===== src/rtl/jtdd_sndcom.sv =====
`timescale 1ns/1ps
// jtdd_sndcom: sound-CPU side of the main-to-sound command channel.
// Queues each command byte written by the main CPU, holds the sound CPU IRQ
// low while bytes are queued, and stretches the sound CPU reset release.
module jtdd_sndcom #(
    parameter int DEPTH   = 2,
    parameter int RST_CYC = 16
) (
    input  logic                       clk,
    input  logic                       rst,
    input  logic                       cen,
    input  logic                       snd_rstb,
    input  logic                       snd_irq,
    input  logic [7:0]                 snd_latch,
    input  logic                       rd_cs,
    output logic [7:0]                 dout,
    output logic                       nirq,
    output logic                       cpu_rstn,
    output logic [$clog2(DEPTH+1)-1:0] pending,
    output logic                       ovf
);

    localparam int AW = $clog2(DEPTH);
    localparam int CW = $clog2(DEPTH+1);
    localparam logic [CW-1:0] FULL_CNT = CW'(DEPTH);
    localparam logic [7:0]    RST_LD   = 8'(RST_CYC);

    logic [7:0]    mem_q [DEPTH];
    logic [AW-1:0] wr_ptr_q, wr_ptr_d;
    logic [AW-1:0] rd_ptr_q, rd_ptr_d;
    logic [CW-1:0] cnt_q, cnt_d;
    logic [7:0]    last_q, last_d;
    logic          ovf_q, ovf_d;
    logic          nirq_q, nirq_d;
    logic          irq_q;
    logic          rd_q;
    logic [7:0]    rcnt_q, rcnt_d;
    logic          cpu_rstn_q, cpu_rstn_d;

    logic push_edge;
    logic rd_fall;
    logic full;
    logic do_pop;
    logic do_push;
    logic drop;

    // Edge qualification: flush (snd_rstb low) masks both push and pop, and a
    // full FIFO only accepts a push when a pop frees a slot on the same clock.
    always_comb begin
        push_edge = snd_irq & ~irq_q;
        rd_fall   = ~rd_cs & rd_q;
        full      = (cnt_q == FULL_CNT);
        do_pop    = rd_fall & (cnt_q != '0) & snd_rstb;
        do_push   = push_edge & snd_rstb & (~full | do_pop);
        drop      = push_edge & snd_rstb & full & ~do_pop;
    end

    // Next-state for FIFO bookkeeping, overflow flag and IRQ.
    always_comb begin
        wr_ptr_d = wr_ptr_q;
        rd_ptr_d = rd_ptr_q;
        cnt_d    = cnt_q;
        last_d   = last_q;
        ovf_d    = ovf_q;
        nirq_d   = (cnt_q == '0);
        if (!snd_rstb) begin
            wr_ptr_d = '0;
            rd_ptr_d = '0;
            cnt_d    = '0;
            last_d   = 8'hff;
            ovf_d    = 1'b0;
        end else begin
            if (do_push) begin
                wr_ptr_d = wr_ptr_q + AW'(1);
            end
            if (do_pop) begin
                rd_ptr_d = rd_ptr_q + AW'(1);
                last_d   = mem_q[rd_ptr_q];
            end
            if (do_push && !do_pop) begin
                cnt_d = cnt_q + CW'(1);
            end else if (do_pop && !do_push) begin
                cnt_d = cnt_q - CW'(1);
            end
            if (drop) begin
                ovf_d = 1'b1;
            end
        end
    end

    // Next-state for the sound CPU reset stretcher.
    always_comb begin
        rcnt_d     = rcnt_q;
        cpu_rstn_d = snd_rstb & (rcnt_q == 8'd0);
        if (!snd_rstb) begin
            rcnt_d = RST_LD;
        end else if (cen && rcnt_q != 8'd0) begin
            rcnt_d = rcnt_q - 8'd1;
        end
    end

    // Control state registers.
    always_ff @(posedge clk or posedge rst) begin
        if (rst) begin
            wr_ptr_q   <= '0;
            rd_ptr_q   <= '0;
            cnt_q      <= '0;
            last_q     <= 8'hff;
            ovf_q      <= 1'b0;
            nirq_q     <= 1'b1;
            irq_q      <= 1'b0;
            rd_q       <= 1'b0;
            rcnt_q     <= RST_LD;
            cpu_rstn_q <= 1'b0;
        end else begin
            wr_ptr_q   <= wr_ptr_d;
            rd_ptr_q   <= rd_ptr_d;
            cnt_q      <= cnt_d;
            last_q     <= last_d;
            ovf_q      <= ovf_d;
            nirq_q     <= nirq_d;
            irq_q      <= snd_irq;
            rd_q       <= rd_cs;
            rcnt_q     <= rcnt_d;
            cpu_rstn_q <= cpu_rstn_d;
        end
    end

    // FIFO storage; a slot being popped and pushed on the same clock hands
    // the old byte to last_q and keeps the new one.
    always_ff @(posedge clk or posedge rst) begin
        if (rst) begin
            for (int i = 0; i < DEPTH; i++) begin
                mem_q[i] <= 8'hff;
            end
        end else if (do_push) begin
            mem_q[wr_ptr_q] <= snd_latch;
        end
    end

    // Head of queue while bytes are pending, otherwise the last byte read so
    // the bus value never changes in the middle of an access.
    always_comb begin
        dout = (cnt_q != '0) ? mem_q[rd_ptr_q] : last_q;
    end

    assign nirq     = nirq_q;
    assign cpu_rstn = cpu_rstn_q;
    assign pending  = cnt_q;
    assign ovf      = ovf_q;

endmodule

===== config.mk =====
export PLATFORM = sky130hd
export DESIGN_NAME = jtdd_sndcom
export DESIGN_NICKNAME = d
export VERILOG_FILES = /design/src/rtl/jtdd_sndcom.sv
export SDC_FILE = /design/constraint.sdc
export NUM_CORES = 1
export LEC_CHECK = 0
export BUFFER_PORTS_ARGS = -buffer_cell sky130_fd_sc_hd__buf_2
export CAP_MARGIN = 20
export CORE_MARGIN = 2
export CORE_UTILIZATION = 50
export CTS_CLUSTER_DIAMETER = 30
export CTS_CLUSTER_SIZE = 20
export DETAILED_ROUTE_END_ITERATION = 7
export GPL_ROUTABILITY_DRIVEN = 0
export MAX_ROUTING_LAYER = met4
export PLACE_DENSITY_LB_ADDON = 0.3
export SYNTH_ARGS = -nofsm -noshare
export SYNTH_HDL_FRONTEND = slang
export SYNTH_SLANG_ARGS = --single-unit

===== constraint.sdc =====
create_clock -name clk -period 5.3 [get_ports clk]
set_clock_uncertainty 0.2 [all_clocks]
set_input_delay 0.53 -clock clk [delete_from_list [all_inputs] [get_ports clk]]
set_output_delay 0.53 -clock clk [all_outputs]
set_load 0.1 [all_outputs]

==> impl_results.md, run 1 <==
* Status: finished, final reports clean
* Post-Route M1 WL at around 1.7 mm
* Drt total wl at 3.721 mm
* # setup viols final at 0
* Wire length on met3 at around 150 µm
* Max-slew violations at 0
* Later-pin clock latency in the skew report at between 0.2 and 0.3 ns
* Worst r2r dst: last_q[2]
* Post-CTS Hold Buffers at 0
* P&R area growth vs syn at 13.69%
* Worst setup path startpoint: pending[0]
* Dpl ws at between 2 and 3 ns
* Post-synth top cells: dfstp_2 (26), nor2_1 (25), a21oi_1 (21)
* DPL Wire Length at between 2 and 3 mm
* Reg-to-Reg Start: pending[0]
* Reg2reg setup slack at 3.07 ns
* PnR worst setup slack at around 2.7 ns
* Longest Clk Path Bufs at 2
* Worst Path Arrival at 1.87 ns
* Gate Count Post-Synth at ~170
* First-pass GRT wire length at around 6.5 mm
* Fin crit share at 0.4915
* Post-CTS Setup Inserts at 0
* Post_cts resized at 0
* WL met2 at around 1.9 mm
* RSZ-0062 raised after global routing: false
* Final Hold Fails at 0
* Area of the mapped netlist at around 1900 µm²
* Die height at 65.82 µm
* Ys Warns at 0
* Core ar. at roughly 3700 µm²
* Worst-Margin Slew at 0.9997 ns
* Total GRT Usage at 0.2038
* Syn_nets at ~180
* Wire per inst at 15.19 µm
* Mean area per synthesized cell at 11.37 µm²
* Storage element area at 1059 µm²
* TNS Setup at 0 ns
* Largest cells by area after synthesis: dfstp_2 (36%), dfrtp_1 (20%), mux2_2 (9.4%), a21oi_1 (5.5%), mux2i_1 (5.2%)
* Pwr Density at approximately 380 nW/µm²
* Via Count at around 1400
* FFs w/ async S/R, synth at 1.000
* Startpoint Class: flop
* Cell row count at 22
* Post-synthesis cell type count at 39
* Placed instance area at 2082 µm²
* Count leader, synth: dfstp_2
* Post-synth EDFFs at 0
* Relative slew slack at 0.3284
* Nets at about 210
* Reg2reg path depth at 4
* Clk slew on worst S/H paths at about 0.07 ns
* I/O Pins at 27
* Root Buffer: clkbuf_8
* Diode count at 0
* CTS buffer count at 5
* First-pass iteration count of the detailed router at 4
* Worst Setup EP: dout[4]
* Count of input and output buffers at 26
* Post-synthesis sequential area ratio at 0.5540
* Die ar. at roughly 4300 µm²
* Clock sink count at 41
* #FFs+latches synth at 41
* H-tree depth at 2
* Multi-input combinational cell area at 803.3 µm²
* Max Cap Violations at 0
* Die X at between 60 and 70 µm
* CTS tree: yes
* Peak supply drop at around 0.25 mV
* Antenna Nets Post-Route at 0
* Fmax at ~380 MHz
* Layout cells sized above 1 at 0.4264
* Vias per cell at about 5.5
* Vias in the first global route at 1408
* Crit path max fanout at 18
* Filler Cell Count at ~310
* Top routing layer in use: met4
* GRT overflow at 0
* Starting Density at 0.5219
* Fin Hold WS at about 0.14 ns
* Final min period at ~2.6 ns
* Share of the synthesized area in the top cell type at 0.3576
* Leak at just under 0.0009 µW
* DR DRC count at 0
* Post-route cell area at about 2200 µm²
* Initial DRC count at roughly 80
* Critical Path Sink Type: output pin
* WP data required at 4.57 ns
* Initial antenna violation count at 0
* Most used DFF post-synth: dfstp_2
* Cell taking the most area after synthesis: dfstp_2
* Largest net degree at the start of global routing at 42
* Hold Path Class: primary input to asynchronous set/reset pin
* Setup CP Type: flop to output pin
==> per-stage QoR <==
step | power (µW) | utilization | std cells
floorplan | 578.4 | - | 168
global placement | 609.7 | 0.5687 | 237
detailed placement | 623.0 | 0.5687 | 237
CTS | 831.1 | 0.5933 | 245
global route | 868.5 | 0.5933 | 245
finish | 823.7 | 0.5933 | 245
==> worst max-delay path: stages, from the launching register on <==
cell	delay, ns
dfrtp_1	0.45
or2_2	0.46
a21oi_1	0.22
buf_2	0.45
==> metal layers <==
layer	vias to the layer above	track usage
met2	29	0.3485
met4	0	0.04688
met3	2	0.06133
met5	-	-
met1	678	0.2365
li1	647	-
==> sequential cells by signal, summed over array words and instances, names as in the netlist <==
signal    flops
pending       2
wr_ptr_q      1
rd_q          1
ovf           1
rcnt_q        8
last_q        8
nirq          1
mem_q        16
cpu_rstn      1
rd_ptr_q      1
irq_q         1
==> cells by family after synthesis <==
group / share of synthesized area
compound gates: 0.1067
xor+xnor: 0.01375
fa+ha+maj: 0.006548
buf+inv: 0.02554
flops: 0.5540
mux: 0.1467
simple gates: 0.1467
==> layout make-up <==
cell class,count,share of cell area
flip-flops and latches,41,0.4873
multi-input cells,115,0.3698
repair buffers,27,0.06336
clock buffers,8,0.04147
well taps,48,0.02765
inverters,6,0.01037
==> power breakdown <==
group | internal [µW] | total [µW] | switching, µW
Clock | 106 | 207 | 101
Sequential | 386 | 418 | 31.8
Combinational | 68.1 | 199 | 131
==> how the worst min path moves through the flow <==
| stage | cells after the start | start | end |
|---|---|---|---|
| after floorplan | 2 | last_q[0] | last_q[0] |
| after CTS | 1 | rd_cs | rd_q |
| after global routing | 1 | rd_cs | rd_q |
| after detailed placement | 2 | last_q[3] | last_q[3] |
| final | 3 | rst | rcnt_q[6] |
| after global placement | 2 | last_q[1] | last_q[1] |
==> placed cells by master, fill, tap and decap left out, types with 2 or more instances in the layout <==
cell and count:
buf_2 26, dfstp_2 26, nor2_1 25, a21oi_1 21, mux2_2 16, dfrtp_1 15, mux2i_1 10, inv_1 6
clkbuf_8 6, nand2b_1 4, nor2b_1 3, o21ai_0 3, xnor2_1 3, or4_1 2, o31ai_1 2, or2_2 2
nand3_1 2, nand2_1 2, clkbuf_1 2
Power figures use the tool's default switching activity.
==> run 2, diff against run 1 <==
Settings changed: ABC_AREA set to 1.
Clock period 5.3 ns to 2.1 ns, I/O delays scaled along.
==> run 2 against run 1 <==
Against the previous run:
- global-route usage is 0.19 points higher
- clock power grew to 2.6 times the previous value
- setup slack worse by 2.6 ns
- largest power group is now combinational logic
- design area is 25% higher
- core utilization is 8.8 points higher
- critical path depth is 4 higher
==> impl_results.md, run 2 <==
* Max reg flops at 16 (unchanged)
* Status: finished, final reports clean
* TNS Setup at 0 ns (unchanged)
* Largest regs: mem_q x16, last_q x8, rcnt_q x8
* Critical Path Sink Type: output pin
* Sw Ratio at 0.4355 (+0.1154)
* Post-synth EDFFs at 0 (unchanged)
* CP bufs+invs at 4 (+3)
* CTS buffer count at 5 (unchanged)
* Leak at 0.001248 µW (+40%)
* Mean area per synthesized cell at 9.009 µm² (-21%)
* Initial DRC count at 92 (+16%)
* Cell row count at 23 (+4.5%)
* Most used DFF post-synth: dfstp_2
* Share of the synthesized area in the top cell type at 0.3297 (-0.02785)
* Die ar. at 4675 µm² (+7.9%)
* First-pass iteration count of the detailed router at 4 (unchanged)
* DR DRC count at 0 (unchanged)
* Commonest non-fill, non-tap cell in the layout: nand2_1
* Layout cells sized above 1 at 0.4094 (-0.01698)
* CTS tree: yes
* Post-synth top cells: nand2_1 (55), dfstp_2 (26), inv_1 (22)
* Root Buffer: clkbuf_8
* Post-synthesis cell type count at 28 (-28%)
* CP peak stage delay at 0.51 ns (+0.05 ns)
* Starting Density at 0.5180 (-0.003887)
* Relative slew slack at 0.7003 (+0.3720)
* Nets at 290 (+37%)
* Reg2reg path depth at 8 (+4)
* Die X at 68.38 µm (+3.9%)
* Number of cells on the critical path at 7 (+4)
* Largest cells by area after synthesis: dfstp_2 (33%), dfrtp_1 (18%), nand2_1 (10%), o21ai_2 (6.8%), inv_1 (4.0%)
* Ys Warns at 0 (unchanged)
* Diode count at 0 (unchanged)
* # setup viols final at 0 (unchanged)
* Reg2reg setup slack at 0.20 ns (-2.87 ns)
* Peak supply drop at 0.5023 mV (+100%)
* Longest Clk Path Bufs at 2 (unchanged)
* Startpoint Class: flop
* Top routing layer in use: met4
* CP top delay family: buffers and inverters
* Gate Count Post-Synth at 230 (+37%)
* Critical Path Slowest Stage Cell: dfrtp_4
* DPL Wire Length at 2.787 mm (+6.6%)
* Max Cap Violations at 0 (unchanged)
* Wire per inst at 12.45 µm (-18%)
* Fin Hold WS at 0.1019 ns (-0.03439 ns)
* Antenna Nets Post-Route at 0 (unchanged)
* Core Util, Final at 0.6813 (+0.08796)
* Core ar. at 4000 µm² (+9.3%)
* Later-pin clock latency in the skew report at 0.30 ns (about the same)
* Clock network power share at 0.168 (-0.083)
* Worst Path Arrival at 1.60 ns (-0.27 ns)
* Area of the mapped netlist at 2072 µm² (+8.4%)
* Clk slew on worst S/H paths at 0.08 ns (about the same)
* Vias in the first global route at 1455 (+3.3%)
* WP data required at 1.69 ns (-2.88 ns)
* Reg power frac at 0.350 (-0.157)
* P&R area growth vs syn at 31.52%
* Internal at 1840 µW (+230%)
* Total GRT Usage at 0.2057 (+0.001925)
* GRT overflow at 0 (unchanged)
* Cell taking the most area after synthesis: dfstp_2
* Count of input and output buffers at 26 (unchanged)
* Max-slew violations at 0 (unchanged)
* Vias per cell at 4.991 (-9.8%)
* Count leader, synth: nand2_1
* Fin crit share at 0.9576
* #FFs+latches synth at 41 (unchanged)
* Hold Path Class: primary input to flop
* Most frequent cells in the layout: nand2_1 (55), dfstp_2 (26), inv_1 (21), nor2_1 (21), buf_2 (18)
* Drt total wl at 4.059 mm (+9.1%)
* Post-Route M1 WL at 1.879 mm (+14%)
* Psw at 1419 µW (+440%)
* Final min period at between 2 and 2.5 ns
* Wire length on met3 at 152 µm (+2.0%)
* I/O Pins at 27 (unchanged)
* Biggest register: mem_q
* Setup CP Type: flop to output pin
* Final Hold Fails at 0 (unchanged)
* Clock sink count at 41 (unchanged)
* Worst-Margin Slew at 0.4370 ns (-0.5627 ns)
* Post-synthesis sequential area ratio at 0.5109 (-0.04316)
* Largest net degree at the start of global routing at 25 (-40%)
* Cell mode on critical path: buf_12
* FFs w/ async S/R, synth at 1.000 (unchanged)
* Via Count at 1627 (+20%)
* Logic pwr share at 0.482 (+0.240)
* H-tree depth at 2 (unchanged)
* Fmax at 497.3 MHz
* Crit-path cells: inv_4 -> nand2_4 -> clkinvlp_4 -> buf_12 -> nand2_1 -> o21ai_4 -> buf_12
* Fin cells at 326 (+33%)
* Crit path max fanout at 17 (-1)
* WL met2 at 1.931 mm (+1.7%)
* Die height at 68.38 µm (+3.9%)
* Syn_nets at 245 (+34%)
* Pwr Density at 1196 nW/µm² (+220%)
* Initial antenna violation count at 0 (unchanged)
* Filler Cell Count at 323 (+3.2%)
* Placed insts at 306 (+29%)
* Hold depth at 3
* RSZ-0062 raised after global routing: false
* First-pass GRT wire length at 6.734 mm (+4.4%)
-- run 2: changes by cell type in the layout (fill, tap and decap cells not counted), sizes merged, moves of 4 or more --
cell         delta
a21oi          -13
buf             +5
dlygate4sd3    +11
inv            +17
mux2           -16
mux2i           -5
nand2          +60
nand2b          -4
nand3          +12
nand4           +6
o21ai          +25
-- run 2: cell families (layout without fill, tap and decap cells) --
kind of cell	after synthesis	after routing	share of synthesized area
compound gates	41	41	0.1304
xor+xnor	2	2	0.008456
fa+ha+maj	1	1	0.006038
buf+inv	30	76	0.06280
flops	41	41	0.5109
mux	5	5	0.02416
simple gates	110	110	0.2573
-- run 2: stage by stage --
| step | setup WS, ns | area, µm² | total power, µW |
|---|---|---|---|
| 5_1_grt | 0.01493 | 2725 | 3439 |
| 3_5_place_dp | 0.2184 | 2497 | 2681 |
| 6_report | 0.08905 | 2725 | 3259 |
| 4_1_cts | 0.03140 | 2724 | 3280 |
| 3_3_place_gp | 0.2612 | 2497 | 2646 |
| 2_1_floorplan | -0.1309 | 2190 | 2287 |
-- run 2: final timing paths --
path / startpoint / endpoint
setup / recovery: pending[0] / dout[7]
setup reg to reg: rcnt_q[0] / rcnt_q[5]
hold / removal: snd_rstb / rcnt_q[1]
hold reg to reg: mem_q[15] / mem_q[15]
min in group asynchronous: rst / rd_ptr_q
max in group asynchronous: rst / mem_q[4]
-- run 2: final cells by class --
type                    count  area, µm²  share of cell area
inverters                  25      102.6             0.03765
clock buffers               6      82.58             0.03030
clock inverters             2      13.76            0.005051
well taps                  50      62.56             0.02296
repair buffers             43      417.9              0.1534
flip-flops and latches     41       1067              0.3916
multi-input cells         159      978.4              0.3590
-- run 2: timing repair --
item | 4_1_cts | 5_1_grt
hold buffers | 11 | 0
resized for setup | 0 | 1
endpoints found under the hold margin | 49 | 0
buffers inserted | 1 | 0
setup endpoints to repair | 8 | 5
-- run 2: layer usage --
metal	global-route usage	up-vias
met1	0.2659	752
met2	0.3083	29
met3	0.05921	8
met4	0.07500	0
li1	-	838
met5	-	-
-- run 2: power groups by stage --
stage                     combinational (µW)  sequential, µW  clock, µW
after floorplan                         1050            1230          0
after global placement                  1500            1140          0
after detailed placement                1530            1150          0
after CTS                               1580            1140        564
after global routing                    1680            1160        601
final                                   1570            1140        548
-- run 2: worst reg2reg max path, delay by kind of cell (launching register included) --
family	cells	cell delay, ns
buf+inv	1	0.14
flops	1	0.41
simple gates	6	0.83
fa+ha+maj	1	0.25
==> run 3, diff against run 2 <==
Clock period 2.1 ns to 2.09 ns, I/O delays scaled along.
==> run 3 against run 2 <==
Against the previous run:
- register-to-register slack improved by 0.02 ns
- design area did not move
- clock power barely moved
- setup slack got worse by 0.0037 ns
- global-route usage fell by 0.45 points
- cell count did not move
- via count rose by 1.1%
- flip-flop and latch count did not move
- combinational power barely moved
- clock-buffer cell count did not move
- routed wire length fell by 0.57%
- hold slack barely moved
- critical path type unchanged
- largest cell class unchanged
- largest power group unchanged
- highest routed layer unchanged
==> impl_results.md, run 3 (synthesis gave the netlist of run 2 again) <==
* Status: finished, final reports clean
* Vias per cell at 5.046 (+1.1%)
* Filler Cell Count at 328 (+1.5%)
* Vias in the first global route at 1461 (+0.41%)
* Fin cells at 326 (unchanged)
* Clock sink count at 41 (unchanged)
* Worst r2r dst: rcnt_q[5]
* CTS buffer count at 5 (unchanged)
* Reg2reg path depth at 8 (unchanged)
* DR DRC count at 0 (unchanged)
* Later-pin clock latency in the skew report at 0.30 ns (about the same)
* Critical Path Sink Type: output pin
* Hold Path Class: primary input to flop
* Initial DRC count at 106 (+15%)
* Worst-Margin Slew at 0.4872 ns (+0.05020 ns)
* Largest net degree at the start of global routing at 25 (unchanged)
* Peak supply drop at 0.4933 mV (-1.8%)
* Internal at 1849 µW (+0.50%)
* Logic pwr share at 0.482 (about the same)
* Relative slew slack at 0.6774 (-0.02290)
* Drt total wl at 4.036 mm (-0.57%)
* Cell mode on critical path: buf_12
* Core Util, Final at 0.6813 (unchanged)
* Max-slew violations at 0 (unchanged)
* P&R area growth vs syn at 31.52% (unchanged)
* Pwr Density at 1200 nW/µm² (+0.37%)
* Starting Density at 0.5180 (unchanged)
* Reg2reg setup slack at 0.22 ns (+0.02 ns)
* Most frequent cells in the layout: nand2_1 (55), dfstp_2 (26), inv_1 (21), nor2_1 (21), buf_2 (18)
* Crit-path cells: inv_4 -> nand2_4 -> clkinvlp_4 -> buf_12 -> nand2_1 -> o21ai_4 -> buf_12
* Startpoint Class: flop
* Clock network power share at 0.167 (about the same)
* DPL Wire Length at 2.779 mm (-0.26%)
* Commonest non-fill, non-tap cell in the layout: nand2_1
* Nets at 290 (unchanged)
* Clk slew on worst S/H paths at 0.08 ns (about the same)
* Core ar. at 4000 µm² (unchanged)
* Root Buffer: clkbuf_8
* Max reg flops at 16 (unchanged)
* Reg-to-Reg Start: rcnt_q[0]
* Total GRT Usage at 0.2012 (-0.004468)
* Diode count at 0 (unchanged)
* Wire per inst at 12.38 µm (-0.57%)
* Longest Clk Path Bufs at 2 (unchanged)
* Die ar. at 4675 µm² (unchanged)
* Via Count at 1645 (+1.1%)
* WHS Endpoint: rcnt_q[1]
* Cell row count at 23 (unchanged)
* Worst Path Arrival at 1.60 ns (about the same)
* Layout cells sized above 1 at 0.4094 (unchanged)
* H-tree depth at 2 (unchanged)
* Fin Hold WS at 0.1014 ns (-0.0004530 ns)
* Final Hold Fails at 0 (unchanged)
* Reg power frac at 0.351 (about the same)
* # setup viols final at 0 (unchanged)
* Fmax at around 500 MHz
* Count of input and output buffers at 26 (unchanged)
* Initial antenna violation count at 0 (unchanged)
* Hold depth at 3 (unchanged)
* WP data required at 1.68 ns (about the same)
* Largest regs: mem_q x16, last_q x8, rcnt_q x8
* Final min period at 2.005 ns
* Min-delay src: snd_rstb
* Leak at 0.001248 µW (unchanged)
* Fin crit share at 0.9592
* CP top delay family: buffers and inverters
* Multi-input combinational cell area at 978.4 µm² (unchanged)
* CP bufs+invs at 4 (unchanged)
* GRT overflow at 0 (unchanged)
* Number of cells on the critical path at 7 (unchanged)
* Placed insts at 306 (unchanged)
* Dpl ws at 0.2094 ns (-0.009000 ns)
* I/O Pins at 27 (unchanged)
* Setup CP Type: flop to output pin
* PnR worst setup slack at 0.08537 ns (-0.003674 ns)
* Critical Path Slowest Stage Cell: dfrtp_4
* Antenna Nets Post-Route at 0 (unchanged)
* First-pass GRT wire length at 6.699 mm (-0.52%)
* Die height at 68.38 µm (unchanged)
* First-pass iteration count of the detailed router at 4 (unchanged)
* Crit path max fanout at 17 (unchanged)
* Max Cap Violations at 0 (unchanged)
* Die X at 68.38 µm (unchanged)
* Psw at 1422 µW (+0.21%)
* RSZ-0062 raised after global routing: false
* Storage element area at 1067 µm² (unchanged)
* CP peak stage delay at 0.51 ns (about the same)
* Sw Ratio at 0.4347 (-0.0007113)
* Biggest register: mem_q
* CTS tree: yes
## run 3: stage by stage
stage / setup TNS (ns) / instance area [µm²] / power [µW]
after global routing: 0 / 2725 / 3439
after floorplan: -0.1452 / 2190 / 2298
after detailed placement: 0 / 2497 / 2693
after CTS: 0 / 2724 / 3282
final: 0 / 2725 / 3271
after global placement: 0 / 2497 / 2659
## run 3: how the worst max path moves through the flow
stage / startpoint / end / slack, ns
global placement: pending[0] / dout[0] / 0.25
CTS: rd_ptr_q / dout[7] / 0.04
floorplan: pending[0] / dout[6] / -0.14
global route: rd_ptr_q / dout[7] / 0.02
detailed placement: pending[0] / dout[7] / 0.21
finish: pending[0] / dout[7] / 0.09
## run 3: cell type report
cell class	count	share of cell area
clock buffer	6	0.03030
clock inverter	2	0.005051
inverter	25	0.03765
multi-input combinational	159	0.3590
sequential	41	0.3916
tap	50	0.02296
timing repair buffer	43	0.1534
## run 3: tightest hold or removal path, stage by stage
cell	delay, ns
buf_2	0.20
nand2_1	0.10
nor2_1	0.04
## run 3: power groups by stage
stage / logic, µW / registers, µW / clock network (µW)
3_3_place_gp: 1510 / 1150 / 0
4_1_cts: 1580 / 1140 / 553
2_1_floorplan: 1060 / 1240 / 0
6_report: 1580 / 1150 / 546
5_1_grt: 1680 / 1170 / 589
3_5_place_dp: 1540 / 1150 / 0
## run 3: repair_timing
action / 4_1_cts / 5_1_grt
setup buffers: 1 / 0
cloned: 0 / 0
endpoints found under the setup margin: 8 / 5
endpoints found under the hold margin: 49 / 0
gates resized for setup: 0 / 1
hold buffers: 11 / 0
## run 3: routing by layer
layer | GRT usage | vias to the layer above | part of all wire
li1 | - | 839 | -
met1 | 0.2653 | 771 | 0.48
met2 | 0.3083 | 28 | 0.47
met3 | 0.03454 | 7 | 0.032
met4 | 0.08250 | 0 | 0.018
met5 | - | - | 0
